==> src/rtl/lb_status_regs.sv <==
// Local-bus status/control register window: ID, scratch, control, command pulses,
// synchronized status, two event counters and uptime, read back at fixed latency.
module lb_status_regs #(
  parameter int unsigned        ADDR_W    = 24,
  parameter logic [ADDR_W-1:0]  BASE      = 24'h000010,
  parameter int unsigned        READ_LAT  = 3,
  parameter logic [31:0]        BLOCK_ID  = 32'h4C425352,
  parameter logic [7:0]         CTRL_INIT = 8'h00
) (
  input  logic              lb_clk,
  input  logic              lb_rst_n,
  input  logic              lb_valid,
  input  logic              lb_rnw,
  input  logic [ADDR_W-1:0] lb_addr,
  input  logic [31:0]       lb_wdata,
  output logic [31:0]       lb_rdata,
  output logic              lb_rvalid,
  input  logic [15:0]       status_in,
  input  logic [1:0]        ev_in,
  output logic [7:0]        ctrl_out,
  output logic [3:0]        cmd_pulse
);

  logic       hit;
  logic [3:0] offset;
  logic       wr_en;
  logic       rd_en;
  logic [31:0] rd_data;
  logic [1:0]  ev_rise;

  logic [31:0] scratch_q, scratch_d;
  logic [7:0]  ctrl_q, ctrl_d;
  logic [3:0]  cmd_q, cmd_d;
  logic [15:0] status_meta_q, status_meta_d;
  logic [15:0] status_sync_q, status_sync_d;
  logic [1:0]  ev_q, ev_d;
  logic [31:0] cnt0_q, cnt0_d;
  logic [31:0] cnt1_q, cnt1_d;
  logic [31:0] uptime_q, uptime_d;

  logic [READ_LAT-1:0]       pipe_vld_q, pipe_vld_d;
  logic [READ_LAT-1:0][31:0] pipe_data_q, pipe_data_d;

  always_comb begin
    hit     = (lb_addr[ADDR_W-1:4] == BASE[ADDR_W-1:4]);
    offset  = lb_addr[3:0];
    wr_en   = lb_valid & ~lb_rnw & hit;
    rd_en   = lb_valid & lb_rnw;
    ev_rise = ev_in & ~ev_q;
  end

  // Snapshot of the addressed register as seen during the strobe cycle.
  always_comb begin
    rd_data = 32'h0;
    if (hit) begin
      case (offset)
        4'h0:    rd_data = BLOCK_ID;
        4'h1:    rd_data = scratch_q;
        4'h2:    rd_data = {24'h0, ctrl_q};
        4'h4:    rd_data = {16'h0, status_sync_q};
        4'h5:    rd_data = cnt0_q;
        4'h6:    rd_data = cnt1_q;
        4'h7:    rd_data = uptime_q;
        default: rd_data = 32'h0;
      endcase
    end
  end

  always_comb begin
    scratch_d     = scratch_q;
    ctrl_d        = ctrl_q;
    cmd_d         = 4'h0;
    status_meta_d = status_in;
    status_sync_d = status_meta_q;
    ev_d          = ev_in;
    uptime_d      = uptime_q + 32'd1;
    cnt0_d        = cnt0_q + {31'h0, ev_rise[0]};
    cnt1_d        = cnt1_q + {31'h0, ev_rise[1]};
    if (wr_en) begin
      case (offset)
        4'h1:    scratch_d = lb_wdata;
        4'h2:    ctrl_d    = lb_wdata[7:0];
        4'h3:    cmd_d     = lb_wdata[3:0];
        // Clear wins over the count, but an edge in the same cycle still counts once.
        4'h5:    cnt0_d    = {31'h0, ev_rise[0]};
        4'h6:    cnt1_d    = {31'h0, ev_rise[1]};
        default: ;
      endcase
    end
  end

  // Data stages only load on a valid so the output holds until the next result.
  always_comb begin
    pipe_vld_d     = pipe_vld_q;
    pipe_data_d    = pipe_data_q;
    pipe_vld_d[0]  = rd_en;
    if (rd_en) begin
      pipe_data_d[0] = rd_data;
    end
    for (int unsigned i = 1; i < READ_LAT; i++) begin
      pipe_vld_d[i] = pipe_vld_q[i-1];
      if (pipe_vld_q[i-1]) begin
        pipe_data_d[i] = pipe_data_q[i-1];
      end
    end
  end

  always_ff @(posedge lb_clk or negedge lb_rst_n) begin
    if (!lb_rst_n) begin
      scratch_q     <= 32'h0;
      ctrl_q        <= CTRL_INIT;
      cmd_q         <= 4'h0;
      status_meta_q <= 16'h0;
      status_sync_q <= 16'h0;
      ev_q          <= 2'b00;
      cnt0_q        <= 32'h0;
      cnt1_q        <= 32'h0;
      uptime_q      <= 32'h0;
      pipe_vld_q    <= '0;
      pipe_data_q   <= '0;
    end else begin
      scratch_q     <= scratch_d;
      ctrl_q        <= ctrl_d;
      cmd_q         <= cmd_d;
      status_meta_q <= status_meta_d;
      status_sync_q <= status_sync_d;
      ev_q          <= ev_d;
      cnt0_q        <= cnt0_d;
      cnt1_q        <= cnt1_d;
      uptime_q      <= uptime_d;
      pipe_vld_q    <= pipe_vld_d;
      pipe_data_q   <= pipe_data_d;
    end
  end

  assign lb_rdata  = pipe_data_q[READ_LAT-1];
  assign lb_rvalid = pipe_vld_q[READ_LAT-1];
  assign ctrl_out  = ctrl_q;
  assign cmd_pulse = cmd_q;

endmodule

==> config.mk <==
export PLATFORM = sky130hd
export DESIGN_NAME = lb_status_regs
export DESIGN_NICKNAME = d
export VERILOG_FILES = /design/src/rtl/lb_status_regs.sv
export SDC_FILE = /design/constraint.sdc
export NUM_CORES = 1
export LEC_CHECK = 0
export ABC_AREA = 1
export CORE_MARGIN = 3
export CORE_UTILIZATION = 45
export DETAILED_ROUTE_END_ITERATION = 6
export PLACE_DENSITY_LB_ADDON = 0.12
export SLEW_MARGIN = 20
export SYNTH_ARGS = -nofsm -noshare
export SYNTH_HDL_FRONTEND = slang
export SYNTH_SLANG_ARGS = --single-unit
==> constraint.sdc <==
create_clock -name lb_clk -period 5.05 [get_ports lb_clk]
set_input_delay 0.505 -clock lb_clk [delete_from_list [all_inputs] [get_ports lb_clk]]
set_output_delay 0.505 -clock lb_clk [all_outputs]
set_load 0.005 [all_outputs]
==> run metrics, run 1 <==
count of cells resized by post-cts repair 0; maximum number of pins on one net before global-route repair 111; achievable frequency 384.7 MHz; total routed wire length on the met1 layer 17,190 microns; cell accounting for the most synthesized area dfrtp_1; critical path, cell by cell clkdlybuf4s50_1 > inv_2 > nor2_4 > nand2_4 > clkinv_2 > nand3_2 > inv_2 > nor2_1; Die Width 178.5 microns; Syn Std Cell Area 0.01340 sq mm; Mapped Avg Cell Area between 7 and 8 sq um; final estimated routing congestion in global placement 0.9524; Via density approximately 4.9; FF+latch count, synth 273; setup repair after global routing missed its margin false; detailed-routed wire length on met3 2399 microns; total number of placement rows just over 60; number of warning messages in the yosys log 0; synth cell count leaders nand2_1, dfrtp_1, nor2_1, inv_1, nand3_1; DR pass1 iterations 7; total setup violations reported at the end of the flow 0; asr flop ratio synth 100.0%; Pleak 7.658 nW; total global routing track utilization 23.79%; worst slew margin relative to its limit about 37%; count of endpoints failing hold in the final timing report 17; endpoint kind of the worst setup timing path flop; TritonCTS clock tree done; maximum single-stage delay on the critical path 0.68 ns; via count of the first global-routing pass 10,690; power density over cell area 329.8 mW/mm^2; most frequent cell after synthesis nand2_1; Synth cell types 31; total vias in the final route 11,000; sum of negative setup slack 0 ns; uppermost layer routed met4; cells taking the most area after synthesis dfrtp_1, nand2_1, nor2_1; Cell Area, Placed 0.01466 sq mm; CP startpoint kind input port; maximum vdd ir drop 213.5 uV; total routed wirelength roughly 37,000 microns; worst-path cell with the longest stage delay clkdlybuf4s50_1; post-synthesis instance total 1,734; worst-path maximum fanout 24; routed wl met2 16,390 microns; outcome finished, violations left; # Max-Cap Violations 0; DRC violations left 0; top flip-flop cell by instance count after synthesis dfrtp_1; die extent in y about 180 microns; kind of path behind the tightest hold check input port to asynchronous set/reset pin; clock root cell clkbuf_16; sum of overflow across all layers after global routing 0; initial detailed-routing violation count 835; # hold bufs at CTS 0; clock tree sinks 273; final HPWL from detailed placement 27,040 microns; layout cell share with drive strength beyond 1 5.111%; number of nets in the synthesized netlist 1,817; Top cell by count, worst path inv_2; post-route standard cell area excluding fillers 0.01577 sq mm; number of nets still failing antenna checks after routing 0; worst setup path category input port to flop; final clock skew 0.02246 ns; antenna violations before repair 0; post-detailed-route wirelength per cell about 17 microns; post-synth top area share between 50% and 60%; die area 0.03187 sq mm; count of filler cells inserted in the layout 2,816; clock buffers created by TritonCTS 30; violations in the final reports negative hold slack; Synth-to-Final Area Change 17.69%; # Post-CTS Setup Buffers 0; Layout Nets 1,898; fin crit share 51.47%; sequential-to-total area share from yosys stat 51.00%; global-route wire length before repair ~59,000 microns; number of flops mapped to enable cells by yosys 0; input/output buffers 122; clock latency of the later-clocked register in the worst-skew pair between 0.5 and 0.6 ns; diode insertion count for antenna repair 0; top-level I/O count 123; starting density of the core between 40% and 50%; FF+latch area 0.006833 sq mm; CORE AREA 0.02901 sq mm; max-slew violation count 0; area of the multi-input gates 0.005485 sq mm; CP Data Arrival Time 3.02 ns; Period minus WS final 2.599 ns; Worst Tran Pin Value 0.9522 ns; register clock-pin slew on the reported worst setup and hold paths 0.06 ns; worst path required time 5.47 ns; Max Buffers Root-to-Sink 3; deepest level of the CTS H-tree 1; Hold Worst Slack -0.02864 ns
[sequential cells by signal, indices dropped and copies added (netlist names)]
name,count
cmd_pulse,4
cnt0_q,32
cnt1_q,32
ctrl_out,8
ev_q,2
lb_rdata,32
pipe_data_q,64
pipe_vld_q,3
scratch_q,32
status_meta_q,16
status_sync_q,16
uptime_q,32
[layout make-up]
| type | instances | share of cell area (%) |
|---|---|---|
| Sequential cell | 273 | 43.34 |
| Multi-Input combinational cell | 1225 | 34.79 |
| Timing Repair Buffer | 129 | 8.238 |
| Clock buffer | 40 | 5.381 |
| Inverter | 156 | 3.730 |
| Tap cell | 384 | 3.048 |
| Clock inverter | 16 | 1.468 |
[through the flow]
stage	setup WS (ns)	total power (W)	instances	hold slack, ns	utilization (%)
final	2.451	0.005199	2223	-0.02864	54.34
after CTS	2.223	0.005252	2222	0.04412	54.26
after global routing	2.250	0.005416	2223	0.03165	54.34
after floorplan	3.264	0.002672	1734	0.2094	-
after global placement	1.764	0.002879	2166	0.3321	50.53
after detailed placement	1.640	0.002889	2166	0.3347	50.53
[power by group]
| part | switching (W) | total, W | internal [W] |
|---|---|---|---|
| clock | 0.000908 | 0.00235 | 0.00144 |
| combinational | 0.000263 | 0.000470 | 0.000206 |
| sequential | 0.0000959 | 0.00238 | 0.00229 |
| total | 0.00127 | 0.00520 | 0.00393 |
[worst max-delay path: cells and delay by family]
kind | cells | cell delay, ns
buf+inv | 4 | 1.60
simple gates | 4 | 0.89
[final timing paths]
kind	end	start	slack [ns]	depth (start not counted)
min in group lb_clk	status_sync_q[2]	status_meta_q[2]	0.35	0
max in group asynchronous	status_sync_q[4]	lb_rst_n	3.87	2
worst max register to register	cnt1_q[31]	ev_q[1]	2.86	11
worst max-delay path	cnt0_q[3]	lb_addr[0]	2.45	8
worst min-delay path	lb_rdata[3]	lb_rst_n	-0.03	1
worst min register to register	status_sync_q[2]	status_meta_q[2]	0.35	0
[per-layer routing]
metal	GRT usage (%)	vias up
met5	0	-
met2	36.82	331
li1	-	5485
met3	3.980	56
met1	34.55	5125
met4	6.753	0
[placed cells by master (no fill, tap or decap), types with 3 or more instances in the layout]
master and n:
dfrtp_1 272, nand2_2 3, inv_2 6, nor3_1 13
nand4_1 23, clkbuf_16 30, bufinv_16 5, nor2_1 255
nand3b_1 17, clkbuf_1 4, nand2_1 645, o211ai_1 6
a21oi_1 32, buf_4 5, clkinvlp_4 3, nor2_2 6
clkdlybuf4s50_1 121, clkinv_2 7, clkbuf_8 6, xnor2_1 13
nor2_4 8, nand3_1 92, nand3_2 5, xor2_1 48
o21ai_0 46, ha_1 5, inv_1 147
[logic make-up (layout without fill, tap and decap cells)]
group / count (synthesis) / in the layout / share of synthesized area [%]
flops: 273 / 273 / 51.00
compound gates: 87 / 87 / 3.437
xor+xnor: 61 / 61 / 3.988
simple gates: 1072 / 1072 / 32.94
fa+ha+maj: 5 / 5 / 0.4670
buf+inv: 236 / 341 / 8.164
Power figures use the tool's default switching activity.
==> run 2, diff against run 1 <==
==> constraint.sdc (replaced) <==
create_clock -name lb_clk -period 2.14 [get_ports lb_clk]
set_input_delay 0.214 -clock lb_clk [delete_from_list [all_inputs] [get_ports lb_clk]]
set_output_delay 0.214 -clock lb_clk [all_outputs]
set_load 0.005 [all_outputs]
==> run 2 against run 1 <==
Net effect: the run now ends clean; sequential power rose by 140%; power rose by 140%; first-iteration DRC count rose by 0.24%; non-clock buffer count rose by 70; cell area rose by 4.1%; clock-buffer cell count rose by 2; routed wire length rose by 0.12%; worst setup slack got worse by 2.2 ns; critical endpoint is now cnt0_q[29].
==> run metrics, run 2 (synthesis gave the netlist of run 1 again) <==
clock tree sinks 273 (unchanged); final clock skew 0.01414 ns (-0.008315 ns); worst slew margin relative to its limit 62.16% (+26 points); Max Buffers Root-to-Sink 3 (unchanged); CORE AREA 0.02901 sq mm (unchanged); maximum single-stage delay on the critical path 0.37 ns (-0.31 ns); endpoint kind of the worst setup timing path flop; # Max-Cap Violations 0 (unchanged); deepest level of the CTS H-tree 1 (unchanged); worst-path maximum fanout 4 (-83%); Cell Area, Placed 0.01532 sq mm (+4.5%); layout cell share with drive strength beyond 1 8.386% (+3.3 points); setup repair after global routing missed its margin false; total global routing track utilization 23.95% (+0.16 points); total routed wirelength 37,160 microns (+0.12%); count of endpoints failing hold in the final timing report 0 (-17); Top cell by count, worst path nand2_1; worst setup path category flop to flop; outcome completed; TritonCTS clock tree done; via count of the first global-routing pass 10,940 (+2.4%); Worst Tran Pin Value 0.5676 ns (-0.3845 ns); sum of overflow across all layers after global routing 0 (unchanged); fin crit share between 80% and 90%; kind of path behind the tightest hold check input port to flop; internal power summed over all cells 0.009395 W (+140%); sequential fraction of design power 45.6% (-0.2 points); DR pass1 iterations 5 (-2); Crit Reg-Reg Endpoint cnt0_q[29]; Synth-to-Final Area Change 22.47%; critical path, cell by cell nor2_1 > ha_1 > nand3_1 > nor2_1 > inv_1 > nor2_1 > nand2_1 > nand2_1 > nand2_1 > nand2_1 > inv_1; Die Width 178.5 microns (unchanged); max-slew violation count 0 (unchanged); clock latency of the later-clocked register in the worst-skew pair 0.55 ns (-0.02 ns); achievable frequency 526.3 MHz; instance count along the most critical hold path 1; Post-Place Cells 2,236 (+3.2%); non-filler instance count after layout 2,292 (+3.1%); maximum number of pins on one net before global-route repair 66 (-41%); total setup violations reported at the end of the flow 0 (unchanged); Finished Core Util 56.55% (+2.2 points); share of power burned in combinational logic 9.7% (+0.7 points); clock buffers created by TritonCTS 30 (unchanged); most frequent cells in the layout nand2_1, dfrtp_1, nor2_1, inv_1, clkdlybuf4s50_1; CP Data Arrival Time 2.34 ns (-0.68 ns); antenna violations before repair 0 (unchanged); top-level I/O count 123 (unchanged); global-route wire length before repair 59,640 microns (+0.96%); starting density of the core 46.17% (unchanged); Layout Nets 1,968 (+3.7%); routed wl met2 16,270 microns (-0.70%); clock root cell clkbuf_16; Pleak 8.051 nW (+5.1%); leading cell type in the layout, fill and taps excluded nand2_1; DRC violations left 0 (unchanged); Sw Ratio 23.90% (-0.47 points); final HPWL from detailed placement 28,070 microns (+3.8%); total power draw 0.01235 W (+140%); cell count of the worst reg-to-reg path 11 (unchanged); worst-path cell with the longest stage delay dfrtp_1; initial detailed-routing violation count 837 (+0.24%); register containing the most flip-flops in the final layout pipe_data_q; detailed-routed wire length on met3 2113 microns (-12%); beginning of the worst register-to-register path ev_q[0]; Period minus WS final 1.900 ns; post-route standard cell area excluding fillers 0.01641 sq mm (+4.1%); worst path required time 2.58 ns (-2.89 ns); diode insertion count for antenna repair 0 (unchanged); destination of the worst hold path status_meta_q[2]; power density over cell area 752.6 mW/mm^2 (+130%); input/output buffers 122 (unchanged); total routed wire length on the met1 layer 17,520 microns (+1.9%); uppermost layer routed met4; final estimated routing congestion in global placement 0.9227 (-3.1%); Via density 4.896 (-1.0%); CP startpoint kind flop; relative contribution of the clock network to total power 44.7% (-0.4 points); flip-flop count of the largest register after layout 64 (unchanged); Reg2Reg Setup Slack 0.24 ns (-2.62 ns); number of nets still failing antenna checks after routing 0 (unchanged); maximum vdd ir drop 514.1 uV (+140%); register clock-pin slew on the reported worst setup and hold paths 0.06 ns (about the same); post-detailed-route wirelength per cell 16.21 microns (-2.9%); die area 0.03187 sq mm (unchanged); count of cells resized by post-cts repair 0 (unchanged); total number of placement rows 62 (unchanged); startpoint of the tightest hold check path status_in[2]; die extent in y 178.5 microns (unchanged); switching component of the power 0.002951 W (+130%); total vias in the final route 11,220 (+2.0%)
==> run 2: repair_timing <==
| action | 4_1_cts | 5_1_grt |
|---|---|---|
| setup buffers | 0 | 0 |
| hold buffers | 1 | 0 |
| hold endpoints to repair | 54 | 0 |
==> run 2: layer usage <==
metal | up-vias | GRT usage, %
met5 | - | 0
met4 | 0 | 7.695
met3 | 63 | 2.959
met2 | 328 | 36.82
met1 | 5202 | 35.30
li1 | 5629 | -
==> run 2: worst max-delay path by stage <==
stage | endpoint | depth (start not counted) | slack [ns] | from
4_1_cts | cnt1_q[29] | 11 | 0.29 | ev_q[1]
3_3_place_gp | cnt1_q[29] | 13 | -0.01 | ev_in[1]
6_report | cnt0_q[29] | 11 | 0.24 | ev_q[0]
3_5_place_dp | cnt1_q[29] | 13 | -0.06 | ev_in[1]
2_1_floorplan | cnt1_q[31] | 11 | 0.52 | ev_q[1]
5_1_grt | cnt0_q[29] | 11 | 0.06 | ev_q[0]
==> run 2: cell type report <==
class                      count  area (sq um)
clock inverter                13         193.9
fill                        2706         12610
clock buffer                  42         877.1
timing repair buffer         199          1957
multi-input combinational   1225          5477
sequential                   273          6833
inverter                     156         588.1
tap                          384         480.5
==> run 2: power groups by stage <==
stage                     Sequential [W]  Clock (W)  Combinational (W)
after floorplan                  0.00564          0           0.000666
after global placement           0.00572          0            0.00120
after detailed placement         0.00572          0            0.00120
after CTS                        0.00563    0.00564            0.00121
after global routing             0.00565    0.00585            0.00135
final                            0.00563    0.00552            0.00120
==> run 2: stage by stage <==
step	setup WS (ns)	hold slack, ns	TNS [ns]
finish	0.2398	0.09593	0
global route	0.05961	0.08693	0
CTS	0.2913	0.08252	0
detailed placement	-0.06493	0.1884	-0.1567
global placement	-0.01387	0.1958	-0.01387
floorplan	0.5223	-0.08159	0
==> run 2: critical path: cells and delay by family, from the launching register on <==
family / cells / cell delay, ns
buf+inv: 2 / 0.09
flops: 1 / 0.37
simple gates: 8 / 1.09
fa+ha+maj: 1 / 0.22
